--- src/rtl/icache_refill_arbiter_if.sv ---
// icache_refill_arbiter_if: line-refill handshake (read/address out of master, readdata/busywait back from slave)
interface icache_refill_arbiter_if #(parameter int ADDR_W = 28, parameter int LINE_W = 128);
  logic              read;
  logic [ADDR_W-1:0] address;
  logic [LINE_W-1:0] readdata;
  logic              busywait;
  modport master(output read, output address, input readdata, input busywait);
  modport slave(input read, input address, output readdata, output busywait);
endinterface

--- src/rtl/icache_refill_arbiter.sv ---
// icache_refill_arbiter: round-robin I/D refill arbiter (clock, reset, i_port/d_port slaves, mem_port master to 16-beat block memory)
module icache_refill_arbiter #(parameter int ADDR_W = 28, parameter int LINE_W = 128) (
  input logic clock,
  input logic reset,
  icache_refill_arbiter_if.slave  i_port,
  icache_refill_arbiter_if.slave  d_port,
  icache_refill_arbiter_if.master mem_port
);
  localparam logic [1:0] IDLE = 2'd0;
  localparam logic [1:0] MEM  = 2'd1;
  localparam logic [1:0] RESP = 2'd2;
  logic [1:0] state;
  logic       owner;
  logic       last_grant;
  logic       win_d;
  assign win_d = d_port.read & (~i_port.read | ~last_grant);
  assign i_port.busywait = i_port.read & ~(state == RESP & ~owner);
  assign d_port.busywait = d_port.read & ~(state == RESP & owner);
  always_ff @(posedge clock or posedge reset) begin
    if (reset) begin
      state            <= IDLE;
      mem_port.read    <= 1'b0;
      mem_port.address <= {ADDR_W{1'b0}};
      i_port.readdata  <= {LINE_W{1'b0}};
      d_port.readdata  <= {LINE_W{1'b0}};
      owner            <= 1'b0;
      last_grant       <= 1'b1;
    end else begin
      case (state)
        IDLE: if (i_port.read | d_port.read) begin
          state            <= MEM;
          mem_port.read    <= 1'b1;
          mem_port.address <= win_d ? d_port.address : i_port.address;
          owner            <= win_d;
        end
        MEM: if (!mem_port.busywait) begin
          state         <= RESP;
          mem_port.read <= 1'b0;
          last_grant    <= owner;
          if (owner) d_port.readdata <= mem_port.readdata;
          else i_port.readdata <= mem_port.readdata;
        end
        default: state <= IDLE;
      endcase
    end
  end
endmodule

--- src/flat_wrapper.sv ---
// flat-port wrapper written by rule: the top's interface ports become plain ports
module icache_refill_arbiter_flat 
#(parameter int ADDR_W = 28, parameter int LINE_W = 128)
  (clock, reset, i_port_read, i_port_address, i_port_readdata, i_port_busywait, d_port_read, d_port_address, d_port_readdata, d_port_busywait, mem_port_read, mem_port_address, mem_port_readdata, mem_port_busywait);
  icache_refill_arbiter_if #(.ADDR_W(ADDR_W), .LINE_W(LINE_W)) i_port_i ();
  icache_refill_arbiter_if #(.ADDR_W(ADDR_W), .LINE_W(LINE_W)) d_port_i ();
  icache_refill_arbiter_if #(.ADDR_W(ADDR_W), .LINE_W(LINE_W)) mem_port_i ();
  input logic clock;
  input logic reset;
  input wire logic [$bits(i_port_i.read)-1:0] i_port_read;
  input wire logic [$bits(i_port_i.address)-1:0] i_port_address;
  output wire logic [$bits(i_port_i.readdata)-1:0] i_port_readdata;
  output wire logic [$bits(i_port_i.busywait)-1:0] i_port_busywait;
  input wire logic [$bits(d_port_i.read)-1:0] d_port_read;
  input wire logic [$bits(d_port_i.address)-1:0] d_port_address;
  output wire logic [$bits(d_port_i.readdata)-1:0] d_port_readdata;
  output wire logic [$bits(d_port_i.busywait)-1:0] d_port_busywait;
  output wire logic [$bits(mem_port_i.read)-1:0] mem_port_read;
  output wire logic [$bits(mem_port_i.address)-1:0] mem_port_address;
  input wire logic [$bits(mem_port_i.readdata)-1:0] mem_port_readdata;
  input wire logic [$bits(mem_port_i.busywait)-1:0] mem_port_busywait;
  assign i_port_i.read = i_port_read;
  assign i_port_i.address = i_port_address;
  assign i_port_readdata = i_port_i.readdata;
  assign i_port_busywait = i_port_i.busywait;
  assign d_port_i.read = d_port_read;
  assign d_port_i.address = d_port_address;
  assign d_port_readdata = d_port_i.readdata;
  assign d_port_busywait = d_port_i.busywait;
  assign mem_port_read = mem_port_i.read;
  assign mem_port_address = mem_port_i.address;
  assign mem_port_i.readdata = mem_port_readdata;
  assign mem_port_i.busywait = mem_port_busywait;
  icache_refill_arbiter #(.ADDR_W(ADDR_W), .LINE_W(LINE_W)) u_core (.clock(clock), .reset(reset), .i_port(i_port_i), .d_port(d_port_i), .mem_port(mem_port_i));
endmodule
--- config.mk ---
export PLATFORM = sky130hd
export DESIGN_NAME = icache_refill_arbiter_flat
export DESIGN_NICKNAME = d
export VERILOG_FILES = /design/src/rtl/icache_refill_arbiter_if.sv /design/src/rtl/icache_refill_arbiter.sv /design/src/flat_wrapper.sv
export SDC_FILE = /design/constraint.sdc
export NUM_CORES = 1
export LEC_CHECK = 0
export ABC_AREA = 0
export BUFFER_PORTS_ARGS = -buffer_cell sky130_fd_sc_hd__buf_4
export CAP_MARGIN = 20
export CORE_AREA = 8 8 177 179
export CTS_BUF_LIST = sky130_fd_sc_hd__clkbuf_4 sky130_fd_sc_hd__clkbuf_8
export DETAILED_ROUTE_END_ITERATION = 6
export DIE_AREA = 0 0 185 187
export PLACE_DENSITY = 0.7
export SLEW_MARGIN = 20
export SYNTH_ARGS = -nofsm -noshare
export SYNTH_HDL_FRONTEND = slang
export SYNTH_SLANG_ARGS = --single-unit
--- constraint.sdc ---
create_clock -name clock -period 11.5 [get_ports clock]
set_input_delay 1.15 -clock clock [delete_from_list [all_inputs] [get_ports clock]]
set_output_delay 1.15 -clock clock [all_outputs]
set_load 0.005 [all_outputs]
==> flow_metrics.tcl, run 1 <==
set metrics [dict create \
    hold_viol_final 0 \
    worst-path-buf-inv 2 \
    combPwrFrac_pct 41.2 \
    relSlewSlack_pct 30.2 \
    path_cells "buf_4 -> or3b_4 -> nor2_8 -> buf_4 -> mux2_2" \
    vias 7352 \
    synth_nets 842 \
    yosysSeqAreaShare_pct 61.7 \
    start_util_pct 41.3 \
    layout.nets 1339 \
    antenna_found_initial 0 \
    die_w_um 185 \
    skew_ns 0.0301 \
    holdPathEnd "u_core.i_port.readdata[3]$_DFFE_PP0P_" \
    place_congestion 0.822 \
    route.detailed.drc 0 \
    slowest_stage "buf_4" \
    end_kind "flop" \
    drive_above_1_share_pct 74.1 \
    yosysUniqueCellTypes 23 \
    cts_resized 0 \
    power_frac_seq_pct 39.0 \
    yosysWarnings 0 \
    num_antenna_cells 0 \
    status "complete, no violations" \
    syn_area_per_cell_um2 18.0 \
    p_clk_share_pct 19.9 \
    path_max_fanout 54 \
    grt_max_degree 169 \
    timing.rr.start "u_core.state[1]$_DFFE_PP0P_" \
    postCtsHoldBufs 0 \
    slew_violations 0 \
    dr.first_iter.drc_count 297 \
    crit_family "buffers and inverters" \
    p_sw_mw 1.38 \
    wire_per_inst_um 20.9 \
    tritoncts "done" \
    hold_path_class "flop to flop" \
    synthTopCellsByCount "dfrtp_1 (288), mux2_2 (203), mux2_4 (100)" \
    rsz0062_at_grt "false" \
    crit_type "primary input to flop" \
    dpl.hpwl_um 24300 \
    firstDrtPassIters 4 \
    swShare_pct 29.2 \
    yosysTopAreaCellShare_pct 61.4 \
    layout_min_cycle_time_ns 3.02 \
    post_cts_buffers 0 \
    p_leak_nw 7.90 \
    worst_pin_slew_ns 1.05 \
    r2r_slack_ns 8.77 \
    worst_slack_ns 8.48 \
    synth.area.top_cells "dfrtp_1 (61%), mux2_2 (19%), mux2_4 (13%), buf_12 (1.9%), clkbuf_8 (1.3%)" \
    ctsHtreeMaxLevel 2 \
    clk_pin_slew_ns 0.06 \
    cp.arrival_ns 3.46 \
    routed_wl_um 32800 \
    synth_edf_count 0 \
    whs_path_depth 1 \
    synth-main-ff-cell "dfrtp_1" \
    dieArea_um2 34600 \
    vdd_drop_max_mv 0.158 \
    fillers 2337 \
    grt.overflow.total 0 \
    drt.antenna.violating_nets 0 \
    cts_root_buf "clkbuf_8" \
    reg2reg_depth 4 \
    die_h_um 187 \
    crit_path_start_kind "primary input" \
    fmax_mhz 331 \
    vias_per_cell 4.69 \
    synthArstFlopShare_pct 100 \
    power.total_mw 4.74 \
    synth.most_common_cell "dfrtp_1" \
    design.core.area_um2 28400 \
    pre_cts_ws_ns 7.89 \
    ioPinCount 476 \
    ys_ff_latch 289 \
    insertion_delay_ns 0.56 \
    cap_viol_max_count 0 \
    synthesis.area_um2 11700 \
    setup_viol 0 \
    grt_usage_pct 18.3 \
    yosysTopAreaCell "dfrtp_1" \
    grt_pass1_vias 8101 \
    powerDensity_nw_per_um2 289 \
    grt_pass1_wl_um 49300 \
    required_ns 11.94 \
    rows 62 \
    area_growth_pct 39.7 \
    post-route-period-util_pct 26.3 \
    port_buffers 475 \
    timing.rr.end "u_core.i_port.readdata[110]$_DFFE_PP0P_" \
    path_common_cell "buf_4" \
    setup-tns-final_ns 0 \
    critPathMaxStageDelay_ns 0.88 \
    hold_path.startpoint "u_core.i_port.readdata[3]$_DFFE_PP0P_" \
    cts.sinks 289 \
    numCtsBuffers 48 \
    synth_cells 653 \
    internal_power_mw 3.35 \
    clockBufferDepth 3 \
]
stage by stage:
stage,hold slack [ns],instances,instance area (um^2),utilization [%]
after global placement,0.469,1484,15400,54.1
final,0.492,1568,16400,57.7
after floorplan,0.480,653,11700,-
after CTS,0.498,1568,16400,57.7
after global routing,0.512,1568,16400,57.7
after detailed placement,0.477,1484,15400,54.1
flip-flops by register name (all words and copies together) (netlist names):
signal,count
u_core.i_port.readdata,128
u_core.last_grant,1
u_core.owner,1
u_core.mem_port.address,28
u_core.d_port.readdata,128
u_core.state,2
u_core.mem_port.read,1
layout by cell type, fill, tap and decap left out:
cell        Yosys  layout
a21bo_2         1       1
a21boi_0        2       2
a21o_2          1       1
a31o_2          1       1
buf_12         11       1
buf_4           1     480
bufinv_16       0       1
clkbuf_4        0      11
clkbuf_8       11      61
clkinv_2        0       8
clkinvlp_4      0       2
dfrtp_1       288     288
dfstp_2         1       1
inv_1           4       3
inv_6           0       1
inv_8           0       1
mux2_1          9       9
mux2_2        203     203
mux2_4        100     100
mux2i_1         1       1
nor2_1          4       4
nor2_4          1       1
nor2_8          1       1
nor3_2          0       1
or3b_4          1       1
layer usage:
| layer | track usage (%) | up-vias | routed length (um) |
|---|---|---|---|
| met5 | 0 | - | 0 |
| met4 | 5.60 | 0 | 795 |
| met3 | 7.32 | 59 | 3450 |
| met2 | 31.0 | 334 | 16300 |
| met1 | 20.9 | 3646 | 12300 |
| li1 | - | 3313 | - |
logic make-up (layout without fill, tap and decap cells):
family | count (synthesis) | count (layout) | synth area share [%]
AOI/OAI and AO/OA | 5 | 5 | 0.363
muxes | 313 | 313 | 33.2
and+or+nand+nor | 8 | 8 | 0.533
buffers and inverters | 38 | 569 | 4.20
DFF | 289 | 289 | 61.7
power by group through the flow:
stage	logic, mW	registers (mW)	clock network (mW)
floorplan	0.908	1.85	0
global placement	1.97	1.84	0
detailed placement	2.00	1.85	0
CTS	2.00	1.85	0.967
global route	2.08	1.91	1.02
finish	1.95	1.84	0.940
worst max-delay path by stage:
stage / to / slack, ns / start / cells past startpoint
floorplan: u_core.d_port.readdata[0]$_DFFE_PP0P_ / 2.37 / reset / 1
global placement: u_core.i_port.readdata[109]$_DFFE_PP0P_ / 7.91 / mem_port_busywait / 5
detailed placement: u_core.i_port.readdata[110]$_DFFE_PP0P_ / 7.89 / mem_port_busywait / 5
CTS: u_core.i_port.readdata[110]$_DFFE_PP0P_ / 8.49 / mem_port_busywait / 5
global route: u_core.i_port.readdata[110]$_DFFE_PP0P_ / 8.40 / mem_port_busywait / 5
finish: u_core.i_port.readdata[110]$_DFFE_PP0P_ / 8.48 / mem_port_busywait / 5
layout make-up:
type                            instances  area, um^2  share of cell area (%)
Multi-Input combinational cell        326        4010                    24.5
Tap cell                              384         480                    2.93
Clock inverter                         12        93.8                   0.573
Sequential cell                       289        7230                    44.1
Inverter                                4        22.5                   0.137
Timing Repair Buffer                  481        3620                    22.1
Clock buffer                           72         922                    5.63
Note: power is estimated with default switching activity, not from simulation.
==> run 2, diff against run 1 <==
clock period = 3 ns   (was 11.5 ns; I/O delays follow)
==> run 2 against run 1 <==
Effect of this change: via count rose by 9.3%; die area stayed put; design area up 9.3%; utilization is 5.4 points higher; non-clock buffer count increased by 139; clock power grew to 4.1 times the previous value; worst setup slack worse by 7.6 ns; register-to-register slack worse by 7.9 ns; combinational power increased to 4.0 times the previous value; sequential share of layout area fell by 3.8 points; sequential cell count is the same; critical path depth rose by 1; largest cell class unchanged.
==> flow_metrics.tcl, run 2 (same netlist as run 1, synthesis figures left out) <==
set metrics [dict create \
    tritoncts "done" \
    holdPathEnd "u_core.mem_port.address[10]$_DFFE_PP0P_" \
    mostFrequentLayoutCell "buf_4" \
    met1_length_um 13500 \
    routed_wl_um 36600 \
    end_kind "flop" \
    crit_type "primary input to flop" \
    dieArea_um2 34600 \
    combPwrFrac_pct 41.7 \
    start_util_pct 41.3 \
    hold_path.startpoint "d_port_address[10]" \
    reg2reg_depth 4 \
    relSlewSlack_pct 53.9 \
    rsz0062_at_grt "false" \
    grt_usage_pct 20.6 \
    path_cells "dlygate4sd3_1 -> buf_4 -> or3b_4 -> nor2_8 -> buf_4 -> mux2_2" \
    vias_per_cell 4.68 \
    path_common_cell "buf_4" \
    timing.rr.end "u_core.i_port.readdata[119]$_DFFE_PP0P_" \
    dpl.hpwl_um 25800 \
    grt_pass1_wl_um 55900 \
    power_frac_seq_pct 37.9 \
    wl_met2_um 18300 \
    p_sw_mw 5.54 \
    fmax_mhz 465 \
    worst_slack_ns 0.849 \
    skew_ns 0.0211 \
    final_cell_mix "buf_4 (484), dfrtp_1 (288), mux2_2 (203)" \
    cp.arrival_ns 2.58 \
    area_growth_pct 52.7 \
    drive_above_1_share_pct 67.1 \
    critPathLaunch "mem_port_busywait" \
    path_max_fanout 21 \
    hold_viol_final 0 \
    worst_pin_slew_ns 0.692 \
    clockBufferDepth 3 \
    internal_power_mw 13.2 \
    p_clk_share_pct 20.4 \
    port_buffers 475 \
    hold_path_class "primary input to flop" \
    ctsHtreeMaxLevel 2 \
    drt.antenna.violating_nets 0 \
    setup_viol 0 \
    design.core.area_um2 28400 \
    swShare_pct 29.6 \
    timing.rr.start "u_core.state[1]$_DFFE_PP0P_" \
    layout_min_cycle_time_ns 2.15 \
    cts.sinks 289 \
    p_leak_nw 8.54 \
    post-route-period-util_pct 71.7 \
    die_w_um 185 \
    numCtsBuffers 49 \
    setup-tns-final_ns 0 \
    rows 62 \
    grt_max_degree 91 \
    layout.nets 1479 \
    place_congestion 0.827 \
    grt.overflow.total 0 \
    reg.largest.list "u_core.d_port.readdata: 128 flops, u_core.i_port.readdata: 128 flops, u_core.mem_port.address: 28 flops" \
    dr_wl_met3_um 3470 \
    cap_viol_max_count 0 \
    critPathMaxStageDelay_ns 0.55 \
    antenna_found_initial 6 \
    ioPinCount 476 \
    status "complete, no violations" \
    cts_root_buf "clkbuf_8" \
    r2r_slack_ns 0.87 \
    whs_path_depth 3 \
    vdd_drop_max_mv 0.577 \
    slowest_stage "dlygate4sd3_1" \
    clk_pin_slew_ns 0.06 \
    grt_pass1_vias 9323 \
    utilization_pct 63.1 \
    required_ns 3.42 \
    holdWs_ns 0.121 \
    insertion_delay_ns 0.56 \
    route.detailed.drc 0 \
    wire_per_inst_um 21.3 \
    dr.first_iter.drc_count 323 \
    slew_violations 0 \
    crit_path_start_kind "primary input" \
    vias 8037 \
    pre_cts_ws_ns 0.840 \
    die_h_um 187 \
    powerDensity_nw_per_um2 1050 \
    power.total_mw 18.7 \
    firstDrtPassIters 4 \
    routed.top_layer "met4" \
]
==> run 2: cell types whose count changed in the layout (fill, tap and decap cells not counted), sizes merged <==
cell and delta:
buf +9, clkinv -6, diode +6, clkbuf +12, dlygate4sd3 +130
==> run 2: power groups by stage <==
stage	registers (mW)	clock network (mW)	logic (mW)
global placement	7.04	0	7.61
floorplan	7.11	0	3.48
global route	7.35	4.11	8.35
CTS	7.06	3.91	7.91
finish	7.10	3.82	7.82
detailed placement	7.09	0	7.75
==> run 2: per-stage QoR <==
| step | area, um^2 | instances |
|---|---|---|
| 3_5_place_dp | 15500 | 1493 |
| 3_3_place_gp | 15500 | 1493 |
| 6_report | 17900 | 1719 |
| 2_1_floorplan | 11700 | 653 |
| 4_1_cts | 17900 | 1713 |
| 5_1_grt | 17900 | 1719 |
==> run 2: metal layers <==
metal	global-route usage, %	vias to the layer above
met5	0	-
met4	8.65	0
met3	7.38	73
met2	35.2	369
met1	22.8	3989
li1	-	3606
==> run 2: repair_timing <==
item | in CTS | in global routing
gates resized for setup | 0 | 0
setup buffers | 0 | 0
hold buffers | 130 | 0
endpoints found under the hold margin | 266 | 0
==> run 2: final cells by class <==
class                      count  area, um^2
clock buffer                  84        1030
antenna                        6        15.0
tap                          384         480
fill                        2075       10500
inverter                       4        18.8
timing repair buffer         620        5050
sequential                   289        7230
clock inverter                 6        67.6
multi-input combinational    326        4010
==> run 2: worst max-delay path, delay by kind of cell <==
| kind | cells | cell delay [ns] |
|---|---|---|
| and+or+nand+nor | 2 | 0.84 |
| buffers and inverters | 3 | 1.05 |
| muxes | 1 | 0.38 |
==> run 2: worst max-delay path by stage <==
| stage | slack (ns) | end | cells after the start |
|---|---|---|---|
| 3_5_place_dp | 0.84 | u_core.i_port.readdata[119]$_DFFE_PP0P_ | 4 |
| 4_1_cts | 0.82 | u_core.i_port.readdata[119]$_DFFE_PP0P_ | 4 |
| 2_1_floorplan | -1.13 | u_core.d_port.readdata[0]$_DFFE_PP0P_ | 1 |
| 6_report | 0.85 | u_core.i_port.readdata[119]$_DFFE_PP0P_ | 6 |
| 3_3_place_gp | 0.87 | u_core.i_port.readdata[107]$_DFFE_PP0P_ | 4 |
| 5_1_grt | 0.76 | u_core.i_port.readdata[119]$_DFFE_PP0P_ | 4 |
